$ cat config.mk
export PLATFORM = sky130hd
export DESIGN_NAME = ped_crossing_ctrl
export DESIGN_NICKNAME = d
export VERILOG_FILES = /design/src/rtl/ped_crossing_ctrl.sv
export SDC_FILE = /design/constraint.sdc
export NUM_CORES = 1
export LEC_CHECK = 0
export ABC_AREA = 0
export ABC_CLOCK_PERIOD_IN_PS = 3700
export BUFFER_PORTS_ARGS = -buffer_cell sky130_fd_sc_hd__clkbuf_2
export CORE_ASPECT_RATIO = 2
export CORE_UTILIZATION = 39
export CTS_CLUSTER_SIZE = 14
export DETAILED_ROUTE_END_ITERATION = 8
export GPL_TIMING_DRIVEN = 0
export PLACE_DENSITY_LB_ADDON = 0.12
export SETUP_SLACK_MARGIN = 0.02
export SLEW_MARGIN = 20
export SYNTH_ARGS = -nofsm -noshare
export SYNTH_HDL_FRONTEND = slang
export SYNTH_SLANG_ARGS = --single-unit
$ cat constraint.sdc
create_clock -name clk -period 3.7 [get_ports clk]
set_input_delay 0.74 -clock clk [delete_from_list [all_inputs] [get_ports clk]]
set_output_delay 0.74 -clock clk [all_outputs]
set_load 0.02 [all_outputs]
$ cat src/rtl/ped_crossing_ctrl.sv
// rtl/ped_crossing_ctrl.sv - pedestrian crossing controller slaved to the vehicle lamps
// Optional PED_COUNTDOWN_EN adds the countdown output for the remaining WALK+CLEAR cycles.
module ped_crossing_ctrl #(
  parameter int DEBOUNCE_CYCLES = 4,
  parameter int WALK_CYCLES     = 6,
  parameter int CLEAR_CYCLES    = 4
) (
  input  logic       clk,
  input  logic       rst,
  input  logic       button,
  input  logic       car_red,
  input  logic       car_yellow,
  input  logic       car_green,
  output logic       walk,
  output logic       dont_walk,
  output logic       req_pending,
  output logic [1:0] ped_state
`ifdef PED_COUNTDOWN_EN
  ,
  output logic [7:0] countdown
`endif
);

  typedef enum logic [1:0] {
    ST_IDLE  = 2'd0,
    ST_WAIT  = 2'd1,
    ST_WALK  = 2'd2,
    ST_CLEAR = 2'd3
  } state_e;

  localparam logic [7:0] DEB_LAST   = 8'(DEBOUNCE_CYCLES - 1);
  localparam logic [7:0] WALK_LAST  = 8'(WALK_CYCLES - 1);
  localparam logic [7:0] CLEAR_LAST = 8'(CLEAR_CYCLES - 1);

  logic       sync1_q, sync1_d;
  logic       sync2_q, sync2_d;
  logic       deb_q, deb_d;
  logic [7:0] deb_cnt_q, deb_cnt_d;
  logic       pure_red_q, pure_red_d;
  state_e     state_q, state_d;
  logic [7:0] cnt_q, cnt_d;
  logic       req_q, req_d;
  logic       walk_q, walk_d;
  logic       dont_walk_q, dont_walk_d;

  logic press;
  logic pure_red;
  logic red_entry;
  logic req_or_press;

  always_comb begin
    sync1_d   = button;
    sync2_d   = sync1_q;
    deb_d     = deb_q;
    deb_cnt_d = 8'd0;
    press     = 1'b0;
    // Any cycle where the synchronized level agrees with deb_q restarts the count.
    if (sync2_q != deb_q) begin
      if (deb_cnt_q == DEB_LAST) begin
        deb_d = sync2_q;
        press = sync2_q;
      end else begin
        deb_cnt_d = deb_cnt_q + 8'd1;
      end
    end
  end

  assign pure_red     = car_red & ~car_yellow & ~car_green;
  assign red_entry    = pure_red & ~pure_red_q;
  assign pure_red_d   = pure_red;
  assign req_or_press = req_q | press;

  always_comb begin
    state_d     = state_q;
    cnt_d       = cnt_q;
    req_d       = req_q;
    walk_d      = 1'b0;
    dont_walk_d = 1'b1;
    case (state_q)
      ST_IDLE: begin
        if (press) state_d = ST_WAIT;
      end
      ST_WAIT: begin
        if (red_entry) begin
          state_d = ST_WALK;
          cnt_d   = 8'd0;
        end
      end
      ST_WALK: begin
        if (!pure_red) begin
          state_d = req_or_press ? ST_WAIT : ST_IDLE;
          cnt_d   = 8'd0;
        end else if (cnt_q == WALK_LAST) begin
          state_d = ST_CLEAR;
          cnt_d   = 8'd0;
        end else begin
          cnt_d = cnt_q + 8'd1;
        end
      end
      ST_CLEAR: begin
        if (!pure_red || cnt_q == CLEAR_LAST) begin
          state_d = req_or_press ? ST_WAIT : ST_IDLE;
          cnt_d   = 8'd0;
        end else begin
          cnt_d = cnt_q + 8'd1;
        end
      end
      default: begin
        state_d = ST_IDLE;
        cnt_d   = 8'd0;
      end
    endcase

    // WALK entry serves the pending request; a simultaneous press survives only if none was pending.
    if (state_q == ST_WAIT && state_d == ST_WALK) begin
      req_d = press & ~req_q;
    end else if (press) begin
      req_d = 1'b1;
    end

    case (state_d)
      ST_WALK: begin
        walk_d      = 1'b1;
        dont_walk_d = 1'b0;
      end
      ST_CLEAR: begin
        dont_walk_d = (state_q == ST_CLEAR) ? ~dont_walk_q : 1'b0;
      end
      default: begin
        walk_d      = 1'b0;
        dont_walk_d = 1'b1;
      end
    endcase
  end

  always_ff @(posedge clk or posedge rst) begin
    if (rst) begin
      sync1_q     <= 1'b0;
      sync2_q     <= 1'b0;
      deb_q       <= 1'b0;
      deb_cnt_q   <= 8'd0;
      pure_red_q  <= 1'b1;
      state_q     <= ST_IDLE;
      cnt_q       <= 8'd0;
      req_q       <= 1'b0;
      walk_q      <= 1'b0;
      dont_walk_q <= 1'b1;
    end else begin
      sync1_q     <= sync1_d;
      sync2_q     <= sync2_d;
      deb_q       <= deb_d;
      deb_cnt_q   <= deb_cnt_d;
      pure_red_q  <= pure_red_d;
      state_q     <= state_d;
      cnt_q       <= cnt_d;
      req_q       <= req_d;
      walk_q      <= walk_d;
      dont_walk_q <= dont_walk_d;
    end
  end

  assign walk        = walk_q;
  assign dont_walk   = dont_walk_q;
  assign req_pending = req_q;
  assign ped_state   = state_q;

`ifdef PED_COUNTDOWN_EN
  localparam int         CD_SUM  = WALK_CYCLES + CLEAR_CYCLES;
  localparam logic [7:0] CD_LOAD = (CD_SUM > 255) ? 8'd255 : 8'(CD_SUM);

  logic [7:0] cd_q, cd_d;

  always_comb begin
    cd_d = 8'd0;
    if (state_d == ST_WALK && state_q != ST_WALK) begin
      cd_d = CD_LOAD;
    end else if (state_d == ST_WALK || state_d == ST_CLEAR) begin
      cd_d = (cd_q != 8'd0) ? cd_q - 8'd1 : 8'd0;
    end
  end

  always_ff @(posedge clk or posedge rst) begin
    if (rst) cd_q <= 8'd0;
    else     cd_q <= cd_d;
  end

  assign countdown = cd_q;
`endif

endmodule

## After elaboration in Yosys (flattened, before gate mapping)

Index checks and enable logic that the tools add are counted.

| storage, ports and cells | value |
|---|---|
| register bits | 25 |
| output and inout port bits | 5 |
| logic and storage cells | 61 |

| operators by class | value |
|---|---|
| add/sub/neg operators | 2 |
| equal/unequal tests | 10 |
| multiplexer cells | 21 |
| bitwise logic cells | 10 |
| reductions and logical operators | 8 |

Operators with widths:

| cell | number |
|---|---|
| 8-bit two-way mux | 6 |
| 8-bit one-hot mux with 3 select lines | 1 |
| 8-bit by 1-bit adder with 8-bit output, second input constant | 2 |
| 8-bit by 2-bit == test with 1-bit output, second input constant | 2 |
| 2-bit two-way mux | 5 |
| 2-bit == test, second input constant | 4 |
| 8-bit by 3-bit == test with 1-bit output, second input constant | 1 |
| 2-bit one-hot mux with 4 select lines | 1 |
| 1-bit two-way mux | 7 |
| 1-bit inverter | 5 |
| 1-bit AND | 4 |
| 2-bit AND reduction | 2 |
| 3-bit nonzero test | 1 |
| 2-bit by 1-bit == test with 1-bit output, second input constant | 1 |
| 2-bit logical NOT | 1 |
| 2-bit inequality test, second input constant | 1 |
| 1-bit one-hot mux with 2 select lines | 1 |
| 2-bit nonzero test | 1 |
| 1-bit logical AND | 1 |
| 1-bit logical NOT | 1 |
| 1-bit logical OR | 1 |
| 1-bit inequality test | 1 |
| 1-bit OR | 1 |

## Longest topological paths before layout

Gate-level depths: netlist of run 1.

| depth | value |
|---|---|
| depth after elaboration | 10 |
| mapped depth | 6 |
| gate-level depth less buffers | 6 |

## Worst setup path after synthesis of run 1

Ideal clock, no wire load.

| path | value |
|---|---|
| path type | input -> register |
| start point | input port car_yellow |
| end point | register state_q[0] (netlist: ped_state[0]) |
| arrival time | 1801 ps |
| data required time | 3574 ps |
| path slack | 1773 ps |
| cell stages on the path | 5 |
| cell sequence | or3b_4 clkinv_2 a21oi_2 a311o_1 o32a_1 |

| between the ends | value |
|---|---|
| word-level cells in the longest chain between the ends | 7 |

RTL lines:

| item | RTL line | text |
|---|---|---|
| from (decl) | 12 | `input logic car_yellow,` |
| 1-bit inverter * | 68 | `assign pure_red = car_red & ~car_yellow & ~car_green;` |
| 1-bit AND * (2 in a row) | 68 |  |
| net pure_red | 47 | `logic pure_red;` |
| 1-bit logical NOT | 101 | `if (!pure_red \|\| cnt_q == CLEAR_LAST) begin` |
| 1-bit logical OR | 101 |  |
| 2-bit two-way mux | 101 |  |
| 2-bit one-hot mux with 4 select lines * | 79 | `case (state_q)` |
| net state_d[0] | 40 | `state_e state_q, state_d;` |
| to (signal assigned) | 154 | `state_q <= state_d;` |
| to (decl) | 40 |  |

The timed path passes the listed nets; every way through them passes the cells marked *.
A chain may end at the register's enable or synchronous reset.

## Worst setup path after layout of run 1

| path | value |
|---|---|
| start point | input port car_yellow |
| end point | register cnt_q[6] |

| between the ends | value |
|---|---|
| word-level cells in the longest chain between the ends | 7 |

RTL lines:

| item | RTL line | text |
|---|---|---|
| 1-bit inverter * | 68 |  |
| 1-bit AND * (2 in a row) | 68 |  |
| 1-bit logical NOT | 101 |  |
| 1-bit logical OR | 101 |  |
| 8-bit two-way mux | 101 |  |
| 8-bit one-hot mux with 3 select lines | 79 |  |
| to (signal assigned) | 155 | `cnt_q <= cnt_d;` |
| to (decl) | 41 | `logic [7:0] cnt_q, cnt_d;` |

Every way passes the cells marked *; elsewhere a longest branch is shown, timed or not.

==> metrics.md, run 1 <==
| Metric | Value |
|---|---|
| Gp weighted congestion | `approximately 0.76` |
| CP Launch Type | `input pin` |
| Ys flop type | `dfrtp_1` |
| Synth cell types | `35` |
| Ys async rst share | `1.00` |
| Reg2reg path depth | `5` |
| Worst hold stages | `0` |
| CP max FO | `10` |
| Drt wl/cell | `about 16 um` |
| Max VDD drop | `0.269 mV` |
| Hold_sp | `sync1_q` |
| Vias in the first global route | `1039` |
| Final setup fails | `0` |
| Cts repair resizes | `0` |
| CTS Hold Bufs | `0` |
| Floorplan core area | `3010 um2` |
| H-Tree Depth | `1` |
| Worst hold path type | `flip-flop to flip-flop` |
| Status | `completed` |
| Std-Cell Rows | `28` |
| Vias per cell | `5.92` |
| Post-Syn Area | `roughly 1300 um2` |
| Reg2Reg Setup Slack | `1.94 ns` |
| Endpoint class of the critical path | `flip-flop` |
| CTS tree | `built` |
| Die height | `between 80 and 90 um` |
| Final Skew | `~0.0068 ns` |
| RR Startpoint | `cnt_q[0]` |
| Sequential-to-total area share from yosys stat | `0.501` |
| Cell Chain, Critical Path | `clkbuf_2 -> or3b_4 -> nor2_1 -> buf_2 -> nand2_1 -> o211ai_1` |
| Worst Tran Pin Value | `between 0.9 and 1 ns` |
| Max-cap violation count | `0` |
| RSZ-0062 raised after global routing | `false` |
| Setup Total Neg Slack | `0 ns` |
| Dpl hpwl | `around 2000 um` |
| CTS sink count | `25` |
| Ys Warns | `0` |
| Vias | `965` |
| Die area | `between 3000 and 4000 um2` |
| Area after DPL | `about 1300 um2` |
| Synth Register Bits | `25` |
| CP top delay family | `simple AND/OR/NAND/NOR gates` |
| Post-DRT Antenna Nets | `0` |
| Design Area, Final | `between 1000 and 1500 um2` |
| DR iter-0 viols | `28` |
| Root Driver | `clkbuf_8` |
| Layout cells sized above 1 | `0.188` |
| Tmin final | `approximately 1.9 ns` |
| Largest net degree at the start of global routing | `26` |
| Critical path data arrival time | `approximately 2 ns` |
| Post-Syn Area per Cell | `10.5 um2` |
| WS Path Type | `input pin to flip-flop` |
| Cells after synthesis | `roughly 120` |
| Worst Path Buf+Inv | `2` |
| Initial DRT Pass Iterations | `4` |
| Boundary pin count | `11` |
| Final critical-path share of the clock period | `0.505` |
| Global route total overflow | `0` |
| CP required | `slightly below 4 ns` |
| Slew Viols, Final | `0` |
| Worst-path clk slew | `about 0.080 ns` |
| Pre-CTS setup slack | `around 1.5 ns` |
| Num CTS Buffers | `3` |
| Max stage delay on crit path | `around 0.42 ns` |
| Final setup margin | `around 1.8 ns` |
| Worst Hold End | `sync2_q` |
| Clk_lat worst skew | `0.27 ns` |
| Diode count | `0` |
| Post-synth EDFFs | `0` |
| GRT Total Usage | `0.175` |
| Clock Path Buffers | `2` |
| Initial antenna violation count | `0` |
| Relative slew slack | `0.354` |
| Syn Nets | `128` |
| Postcts setup bufs | `0` |
| R2R Path End | `cnt_q[7]` |
| Final #Nets | `approximately 140` |
| Static Leakage | `~0.62 nW` |
| Die Wd | `about 42 um` |
| Fmax | `535 MHz` |
| Worst path slowest cell | `or3b_4` |
| Final Hold Vio Count | `0` |
| Layout area overhead | `10.7%` |
| Routed wire length | `between 2000 and 3000 um` |
| First-pass GRT wire length | `about 4600 um` |
| Initial core utilization | `0.416` |
| DRC Markers | `0` |
| Pwr/cell area | `around 480 nW/um2` |
| Port bufs | `10` |
-- worst register-to-register path: stages (launching register included) --
cell      delay, ns
dfrtp_1        0.43
ha_1           0.29
and3b_1        0.27
o211ai_4       0.15
and2_1         0.21
a221o_1        0.31
-- report_power, final --
group	internal, mW	total [mW]	leakage (nW)	switching [mW]
Combinational	0.0581	0.147	0.264	0.0894
Sequential	0.310	0.354	0.328	0.0433
Clock	0.0753	0.162	0.0255	0.0872
Total	0.444	0.664	0.618	0.220
-- how the worst max path moves through the flow --
stage	cells after the start	startpoint	slack (ns)	endpoint
after global routing	6	car_yellow	1.72	cnt_q[5]
after floorplan	5	car_yellow	1.77	ped_state[0]
after detailed placement	6	car_yellow	1.54	cnt_q[4]
after CTS	6	car_yellow	1.81	cnt_q[6]
final	6	car_yellow	1.83	cnt_q[6]
after global placement	6	car_yellow	1.57	cnt_q[4]
-- layout by cell type, fill, tap and decap left out, drive strengths merged --
| cell | Yosys | final |
|---|---|---|
| dfrtp | 23 | 23 |
| xnor2 | 2 | 2 |
| nand4 | 2 | 2 |
| a41oi | 4 | 4 |
| and3 | 4 | 4 |
| nand2 | 8 | 8 |
| a311oi | 1 | 1 |
| xor2 | 5 | 5 |
| ha | 3 | 3 |
| a311o | 1 | 1 |
| nand3 | 12 | 12 |
| o211ai | 2 | 2 |
| a221o | 1 | 1 |
| o22ai | 1 | 1 |
| clkinv | 1 | 2 |
| a31oi | 6 | 6 |
| o32a | 1 | 1 |
| dfstp | 2 | 2 |
| clkbuf | 0 | 13 |
| nor2b | 4 | 4 |
| nand3b | 1 | 1 |
| mux2 | 1 | 1 |
| or3b | 1 | 1 |
| nor4 | 2 | 2 |
| inv | 4 | 4 |
| and3b | 2 | 2 |
| o21ai | 6 | 6 |
| nor3b | 1 | 1 |
| nor3 | 1 | 1 |
| buf | 1 | 1 |
| nor2 | 10 | 10 |
| and2 | 5 | 5 |
| a21oi | 1 | 1 |
-- synth_stat cells, drive strengths merged (2+ instances only) --
| library cell | n | area (um2) |
|---|---|---|
| ha | 3 | 37.5 |
| nand2 | 8 | 30.0 |
| and3 | 4 | 25.0 |
| nand3 | 12 | 60.1 |
| and3b | 2 | 17.5 |
| xnor2 | 2 | 17.5 |
| nor2 | 10 | 37.5 |
| and2 | 5 | 32.5 |
| inv | 4 | 15.0 |
| dfrtp | 23 | 576 |
| a31oi | 6 | 37.5 |
| dfstp | 2 | 52.6 |
| nand4 | 2 | 12.5 |
| o21ai | 6 | 30.0 |
| nor2b | 4 | 25.0 |
| o211ai | 2 | 28.8 |
| nor4 | 2 | 27.5 |
| a41oi | 4 | 35.0 |
| xor2 | 5 | 43.8 |
-- cell type report --
class / instances / area [um2]
Buffer: 1 / 5.00
Clock buffer: 3 / 41.3
Clock inverter: 1 / 5.00
Fill cell: 294 / 1630
Inverter: 5 / 20.0
Multi-Input combinational cell: 88 / 599
Sequential cell: 25 / 628
Tap cell: 30 / 37.5
Timing Repair Buffer: 10 / 50.0
-- layer usage --
layer  track usage  wire length [um]
met5             0                 0
met4        0.0750                60
met3        0.0174                47
met2         0.361              1620
met1         0.170               930
-- metrics by stage --
stage	utilization	hold WS [ns]	total power [mW]	std cells
after global placement	0.445	0.337	0.506	159
after detailed placement	0.445	0.342	0.510	159
after floorplan	-	0.331	0.458	119
after CTS	0.460	0.362	0.674	163
final	0.460	0.359	0.664	163
after global routing	0.460	0.388	0.707	163
-- kinds of logic after synthesis --
family	Yosys count	synth area share
AO/OA/AOI/OAI	24	0.148
buffers and inverters	6	0.0200
adder cells (fa/ha/maj)	3	0.0300
multiplexers	1	0.00899
flip-flops	25	0.501
XOR/XNOR	7	0.0490
AND/OR/NAND/NOR	53	0.243
-- sequential cells by signal, indices dropped and copies added (netlist names) --
| name | count |
|---|---|
| cnt_q | 8 |
| ped_state | 2 |
| dont_walk | 1 |
| deb_cnt_q | 8 |
| pure_red_q | 1 |
| deb_q | 1 |
| walk | 1 |
| sync1_q | 1 |
| req_pending | 1 |
| sync2_q | 1 |
Power figures use the tool's default switching activity.
==> run 2: changes to the inputs <==
Settings changed: ABC_CLOCK_PERIOD_IN_PS 3700 to 1500.
Clock period 3.7 ns to 1.5 ns, I/O delays scaled along.
==> run 2 against run 1 <==
Against the previous run:
- the run now ends with negative setup slack left
- register-to-register slack got worse by 2.0 ns
- global-route usage decreased by 0.13 points
- clock-buffer cell count increased by 1
- power increased to 2.5 times the previous value
- sequential power increased by 150%
- setup slack got worse by 1.9 ns
- core utilization increased by 4.6 points
- final area increased by 10%
- final cell count increased by 6.7%
- critical path depth decreased by 1
- non-clock buffer count increased by 10
- largest cell class is now multi-input combinational cells
- highest routed layer unchanged
==> metrics.md, run 2 (synthesis gave the netlist of run 1 again) <==
| Metric | Value |
|---|---|
| Status | `finished with violations` |
| Failing checks | `negative setup slack` |
| Flop pwr share | `0.528 (-0.005)` |
| CP required | `1.66 ns (-2.22 ns)` |
| Floorplan core area | `3010 um2 (unchanged)` |
| Reg2reg path depth | `5 (unchanged)` |
| Worst hold path type | `input pin to asynchronous set/reset pin` |
| Drt wl/cell | `15.8 um (-2.9%)` |
| Clk_lat worst skew | `0.27 ns (about the same)` |
| Die height | `82.1 um (unchanged)` |
| Worst Tran Pin Value | `0.914 ns (-0.0543 ns)` |
| Global route total overflow | `0 (unchanged)` |
| Initial antenna violation count | `0 (unchanged)` |
| Design Area, Final | `1530 um2 (+10%)` |
| Vias in the first global route | `997 (-4.0%)` |
| Boundary pin count | `11 (unchanged)` |
| Vias | `1012 (+4.9%)` |
| Die Wd | `42.1 um (unchanged)` |
| Port bufs | `10 (unchanged)` |
| P_sw | `0.556 mW (+150%)` |
| Max VDD drop | `0.583 mV (+120%)` |
| H-Tree Depth | `1 (unchanged)` |
| CTS tree | `built` |
| Max-cap violation count | `0 (unchanged)` |
| Fmax | `633 MHz` |
| Critical path data arrival time | `1.74 ns (-0.31 ns)` |
| Clock Path Buffers | `2 (unchanged)` |
| Non-filler cells, final | `174 (+6.7%)` |
| Logic pwr share | `0.232 (+0.010)` |
| Final critical-path share of the clock period | `1.05` |
| Filler instances | `275 (-6.5%)` |
| Slew Viols, Final | `0 (unchanged)` |
| Switch share | `0.332 (+0.00109)` |
| CP max FO | `4 (-6)` |
| Routed wire length | `2750 um (+3.7%)` |
| Diode count | `0 (unchanged)` |
| Final core occ | `0.506 (+0.0461)` |
| R2R Path End | `ped_state[0]` |
| Worst-path clk slew | `0.08 ns (about the same)` |
| Root Driver | `clkbuf_8` |
| Clock power share | `0.240 (-0.005)` |
| Pre-CTS setup slack | `-0.217 ns (-1.76 ns)` |
| CTS Hold Bufs | `0 (unchanged)` |
| Static Leakage | `0.656 nW (+6.2%)` |
| Area after DPL | `1350 um2 (+0.47%)` |
| Num CTS Buffers | `3 (unchanged)` |
| Dpl hpwl | `1900 um (-6.4%)` |
| Layout cells sized above 1 | `0.326 (+0.138)` |
| Relative slew slack | `0.387 (+0.0331)` |
| RSZ-0062 raised after global routing | `true` |
| GRT Total Usage | `0.174 (-0.00134)` |
| Met3 wire len | `33 um (-30%)` |
| DR iter-0 viols | `25 (-11%)` |
| Std-Cell Rows | `28 (unchanged)` |
| First-pass GRT wire length | `4580 um (-0.46%)` |
| DRC Markers | `0 (unchanged)` |
| Most frequent cells in the layout | `dfrtp_1, nand3_1, nor2_1, clkbuf_2, buf_4` |
| Tmin final | `about 1.6 ns` |
| Initial DRT Pass Iterations | `4 (unchanged)` |
| Highest routed layer | `met4` |
| RR Startpoint | `cnt_q[4]` |
| Initial core utilization | `0.416 (unchanged)` |
| Final Total Pwr | `1.67 mW (+150%)` |
| Hold Slack | `0.0849 ns (-0.274 ns)` |
| Vias per cell | `5.82 (-1.8%)` |
| P_int | `1.12 mW (+150%)` |
| Commonest non-fill, non-tap cell in the layout | `dfrtp_1` |
| Final #Nets | `154 (+7.7%)` |
| Metal-1 WL | `1080 um (+16%)` |
| Largest net degree at the start of global routing | `26 (unchanged)` |
| WS Path Type | `flip-flop to flip-flop` |
| Final setup fails | `7 (+7)` |
| Reg2Reg Setup Slack | `-0.08 ns (-2.02 ns)` |
| CTS sink count | `25 (unchanged)` |
| CP Launch Type | `flip-flop` |
| Gp weighted congestion | `0.755 (-1.0%)` |
| Setup Total Neg Slack | `-0.281 ns (-0.281 ns)` |
| Post-DRT Antenna Nets | `0 (unchanged)` |
| Pwr/cell area | `1100 nW/um2 (+130%)` |
| Final setup margin | `-0.0787 ns (-1.91 ns)` |
| Post-placement cell count | `159 (unchanged)` |
| Die area | `3460 um2 (unchanged)` |
| Layout area overhead | `21.8%` |
| DR WL met2 | `1590 um (-1.8%)` |
| Final Hold Vio Count | `0 (unchanged)` |
| Endpoint class of the critical path | `flip-flop` |
| Final Skew | `0.00229 ns (-0.00455 ns)` |
-- run 2: worst max-delay path by stage --
stage | start | endpoint | cells after the start | slack [ns]
CTS | cnt_q[4] | ped_state[0] | 5 | -0.07
floorplan | cnt_q[0] | cnt_q[7] | 5 | 0.003
detailed placement | car_yellow | cnt_q[2] | 6 | -0.22
global route | cnt_q[4] | ped_state[0] | 5 | -0.13
global placement | car_yellow | cnt_q[2] | 6 | -0.20
finish | cnt_q[4] | ped_state[0] | 5 | -0.08
-- run 2: per-layer routing --
metal | up-vias | track usage
li1 | 489 | -
met1 | 509 | 0.184
met2 | 10 | 0.341
met3 | 4 | 0.0152
met4 | 0 | 0.0781
met5 | - | 0
-- run 2: worst max-delay path: stages, from the launching register on --
cell      delay, ns
dfrtp_2        0.44
nor4_4         0.26
buf_4          0.19
a311oi_1       0.10
a311o_1        0.32
o32a_1         0.16
-- run 2: repair_timing --
| item | CTS | global route |
|---|---|---|
| pin swaps | 13 | 3 |
| setup endpoints to repair | 11 | 15 |
| hold endpoints to repair | 0 | 0 |
| buffers inserted | 9 | 1 |
| gates resized for setup | 8 | 5 |
| cloned | 1 | 0 |
-- run 2: final cells by class --
cell class / instances / area (um2) / area share
buffer: 1 / 7.51 / 0.00492
clock buffer: 4 / 45.0 / 0.0295
inverter: 5 / 20.0 / 0.0131
multi-input combinational: 89 / 653 / 0.428
sequential: 25 / 633 / 0.415
tap: 30 / 37.5 / 0.0246
timing repair buffer: 20 / 129 / 0.0845
-- run 2: power groups by stage --
stage / Sequential (mW) / Combinational [mW] / Clock [mW]
finish: 0.884 / 0.389 / 0.402
global route: 0.900 / 0.434 / 0.430
CTS: 0.879 / 0.395 / 0.413
detailed placement: 0.893 / 0.370 / 0
global placement: 0.889 / 0.365 / 0
floorplan: 0.897 / 0.235 / 0
==> run 3: changes to the inputs <==
Settings changed: REMOVE_ABC_BUFFERS from default to 1.
==> run 3 against run 2 <==
Against the previous run:
- the run still ends with negative setup slack left
- power decreased by 0.84%
- highest routed layer unchanged
- fmax decreased by 1.8%
- final cell count decreased by 4.0%
==> metrics.md, run 3 (synthesis gave the netlist of run 1 again) <==
| Metric | Value |
|---|---|
| Vias per cell | `5.75 (-1.2%)` |
| Diode count | `0 (unchanged)` |
| Initial core utilization | `0.416 (unchanged)` |
| Design Area, Final | `1480 um2 (-2.8%)` |
| Port bufs | `10 (unchanged)` |
| Commonest non-fill, non-tap cell in the layout | `dfrtp_1` |
| CP max FO | `6 (+2)` |
| Cell Chain, Critical Path | `ha_2 -> and3b_2 -> o211ai_4 -> buf_12 -> nand3b_1 -> a31oi_1` |
| Pre-CTS setup slack | `-0.466 ns (-0.249 ns)` |
| Floorplan core area | `3010 um2 (unchanged)` |
| Final #Nets | `147 (-4.5%)` |
| First-pass GRT wire length | `4180 um (-8.7%)` |
| Hold Slack | `0.133 ns (+0.0479 ns)` |
| Most frequent cells in the layout | `dfrtp_1, nand3_1, clkbuf_2` |
| WS Path Type | `flip-flop to flip-flop` |
| Die Wd | `42.1 um (unchanged)` |
| Max stage delay on crit path | `0.45 ns (about the same)` |
| Final critical-path share of the clock period | `1.07 (+0.0193)` |
| Die area | `3460 um2 (unchanged)` |
| Largest net degree at the start of global routing | `26 (unchanged)` |
| Area after DPL | `1340 um2 (-0.84%)` |
| Initial antenna violation count | `0 (unchanged)` |
| DR iter-0 viols | `23 (-8.0%)` |
| RSZ-0062 raised after global routing | `true` |
| Boundary pin count | `11 (unchanged)` |
| Pwr/cell area | `1120 nW/um2 (+2.0%)` |
| Worst Tran Pin Value | `0.947 ns (+0.0334 ns)` |
| Tmin final | `1.61 ns (+0.0289 ns)` |
| H-Tree Depth | `1 (unchanged)` |
| Worst-path clk slew | `0.09 ns (about the same)` |
| DRC Markers | `0 (unchanged)` |
| Root Driver | `clkbuf_8` |
| Layout area overhead | `18.4%` |
| Dpl hpwl | `1810 um (-4.4%)` |
| Vias in the first global route | `912 (-8.5%)` |
| Final core occ | `0.492 (-0.0141)` |
| Slew Viols, Final | `0 (unchanged)` |
| Filler instances | `292 (+6.2%)` |
| Global route total overflow | `0 (unchanged)` |
| CP required | `1.70 ns (+0.04 ns)` |
| Max-cap violation count | `0 (unchanged)` |
| Final Total Pwr | `1.66 mW (-0.84%)` |
| Vias | `960 (-5.1%)` |
| Endpoint class of the critical path | `flip-flop` |
| Routed wire length | `2570 um (-6.5%)` |
| Die height | `82.1 um (unchanged)` |
| Register Area | `632 um2 (-0.20%)` |
| Std-Cell Rows | `28 (unchanged)` |
| Relative slew slack | `0.368 (-0.0192)` |
| Initial DRT Pass Iterations | `4 (unchanged)` |
| Layout cells sized above 1 | `0.292 (-0.0344)` |
| CP Launch Type | `flip-flop` |
| Worst path slowest cell | `dfrtp_2` |
| Clk_lat worst skew | `0.27 ns (about the same)` |
| Multi-input gate area | `648 um2 (-0.77%)` |
| Gp weighted congestion | `0.765 (+1.4%)` |
| CTS sink count | `25 (unchanged)` |
| Post-DRT Antenna Nets | `0 (unchanged)` |
| Num CTS Buffers | `3 (unchanged)` |
| Hold_sp | `button` |
| Final Skew | `0.00476 ns (+0.00246 ns)` |
| Final Hold Vio Count | `0 (unchanged)` |
| Failing checks | `negative setup slack` |
| Status | `finished with violations` |
| Max VDD drop | `0.674 mV (+16%)` |
| Critical path data arrival time | `1.81 ns (+0.07 ns)` |
| Static Leakage | `0.634 nW (-3.3%)` |
| Critical path startpoint | `cnt_q[0]` |
| Worst Path Buf+Inv | `1 (unchanged)` |
| CP top delay family | `compound AO/OA/AOI/OAI gates` |
| CTS Hold Bufs | `0 (unchanged)` |
| Worst hold path type | `input pin to flip-flop` |
| GRT Total Usage | `0.157 (-0.0162)` |
| RR Startpoint | `cnt_q[0]` |
| Drt wl/cell | `15.4 um (-2.6%)` |
| Fmax | `622 MHz (-1.8%)` |
| Clock Path Buffers | `2 (unchanged)` |
| CTS tree | `built` |
| Final setup fails | `10 (+3)` |
| Final setup margin | `-0.108 ns (-0.0289 ns)` |
[run 3: cell count changes in the layout (fill, tap and decap cells not counted), sizes merged]
| cell | previous run | this run |
|---|---|---|
| inv | 3 | 4 |
| clkbuf | 15 | 14 |
| clkinv | 2 | 1 |
| buf | 10 | 5 |
| o211ai | 3 | 2 |
[run 3: timing repair]
| item | in CTS | in global routing |
|---|---|---|
| pin swaps | 5 | 7 |
| gates resized for setup | 4 | 12 |
| setup endpoints to repair | 10 | 19 |
| setup buffers | 2 | 3 |
[run 3: report_power, final]
| part | switching (mW) | internal [mW] | total, mW |
|---|---|---|---|
| Clock | 0.213 | 0.190 | 0.403 |
| Combinational | 0.226 | 0.156 | 0.382 |
| Sequential | 0.108 | 0.767 | 0.875 |
[run 3: layer usage]
layer | track usage | routed length (um) | vias to the layer above
met4 | 0.0656 | 42 | 0
met2 | 0.288 | 1430 | 10
met3 | 0.0130 | 45 | 5
met5 | 0 | 0 | -
li1 | - | - | 471
met1 | 0.188 | 1050 | 474
[run 3: final timing paths]
kind                                 to  slack [ns]  cells after the start
min in group asynchronous  deb_cnt_q[3]        0.21                      2
min reg2reg                     sync2_q        0.36                      0
max in group asynchronous      cnt_q[4]        0.65                      2
max                            cnt_q[2]       -0.11                      6
min                             sync1_q        0.13                      1
max reg2reg                    cnt_q[2]       -0.11                      6
[run 3: stage by stage]
stage | setup TNS, ns | instances
6_report | -0.640 | 167
2_1_floorplan | -0.274 | 118
4_1_cts | -0.753 | 164
5_1_grt | -1.27 | 167
3_3_place_gp | -3.42 | 158
3_5_place_dp | -3.85 | 158
[run 3: area by class of cell]
type	count	share of cell area
inverters	5	0.0135
multi-input cells	88	0.437
clock buffers	4	0.0304
flip-flops and latches	25	0.426
well taps	30	0.0253
repair buffers	15	0.0675
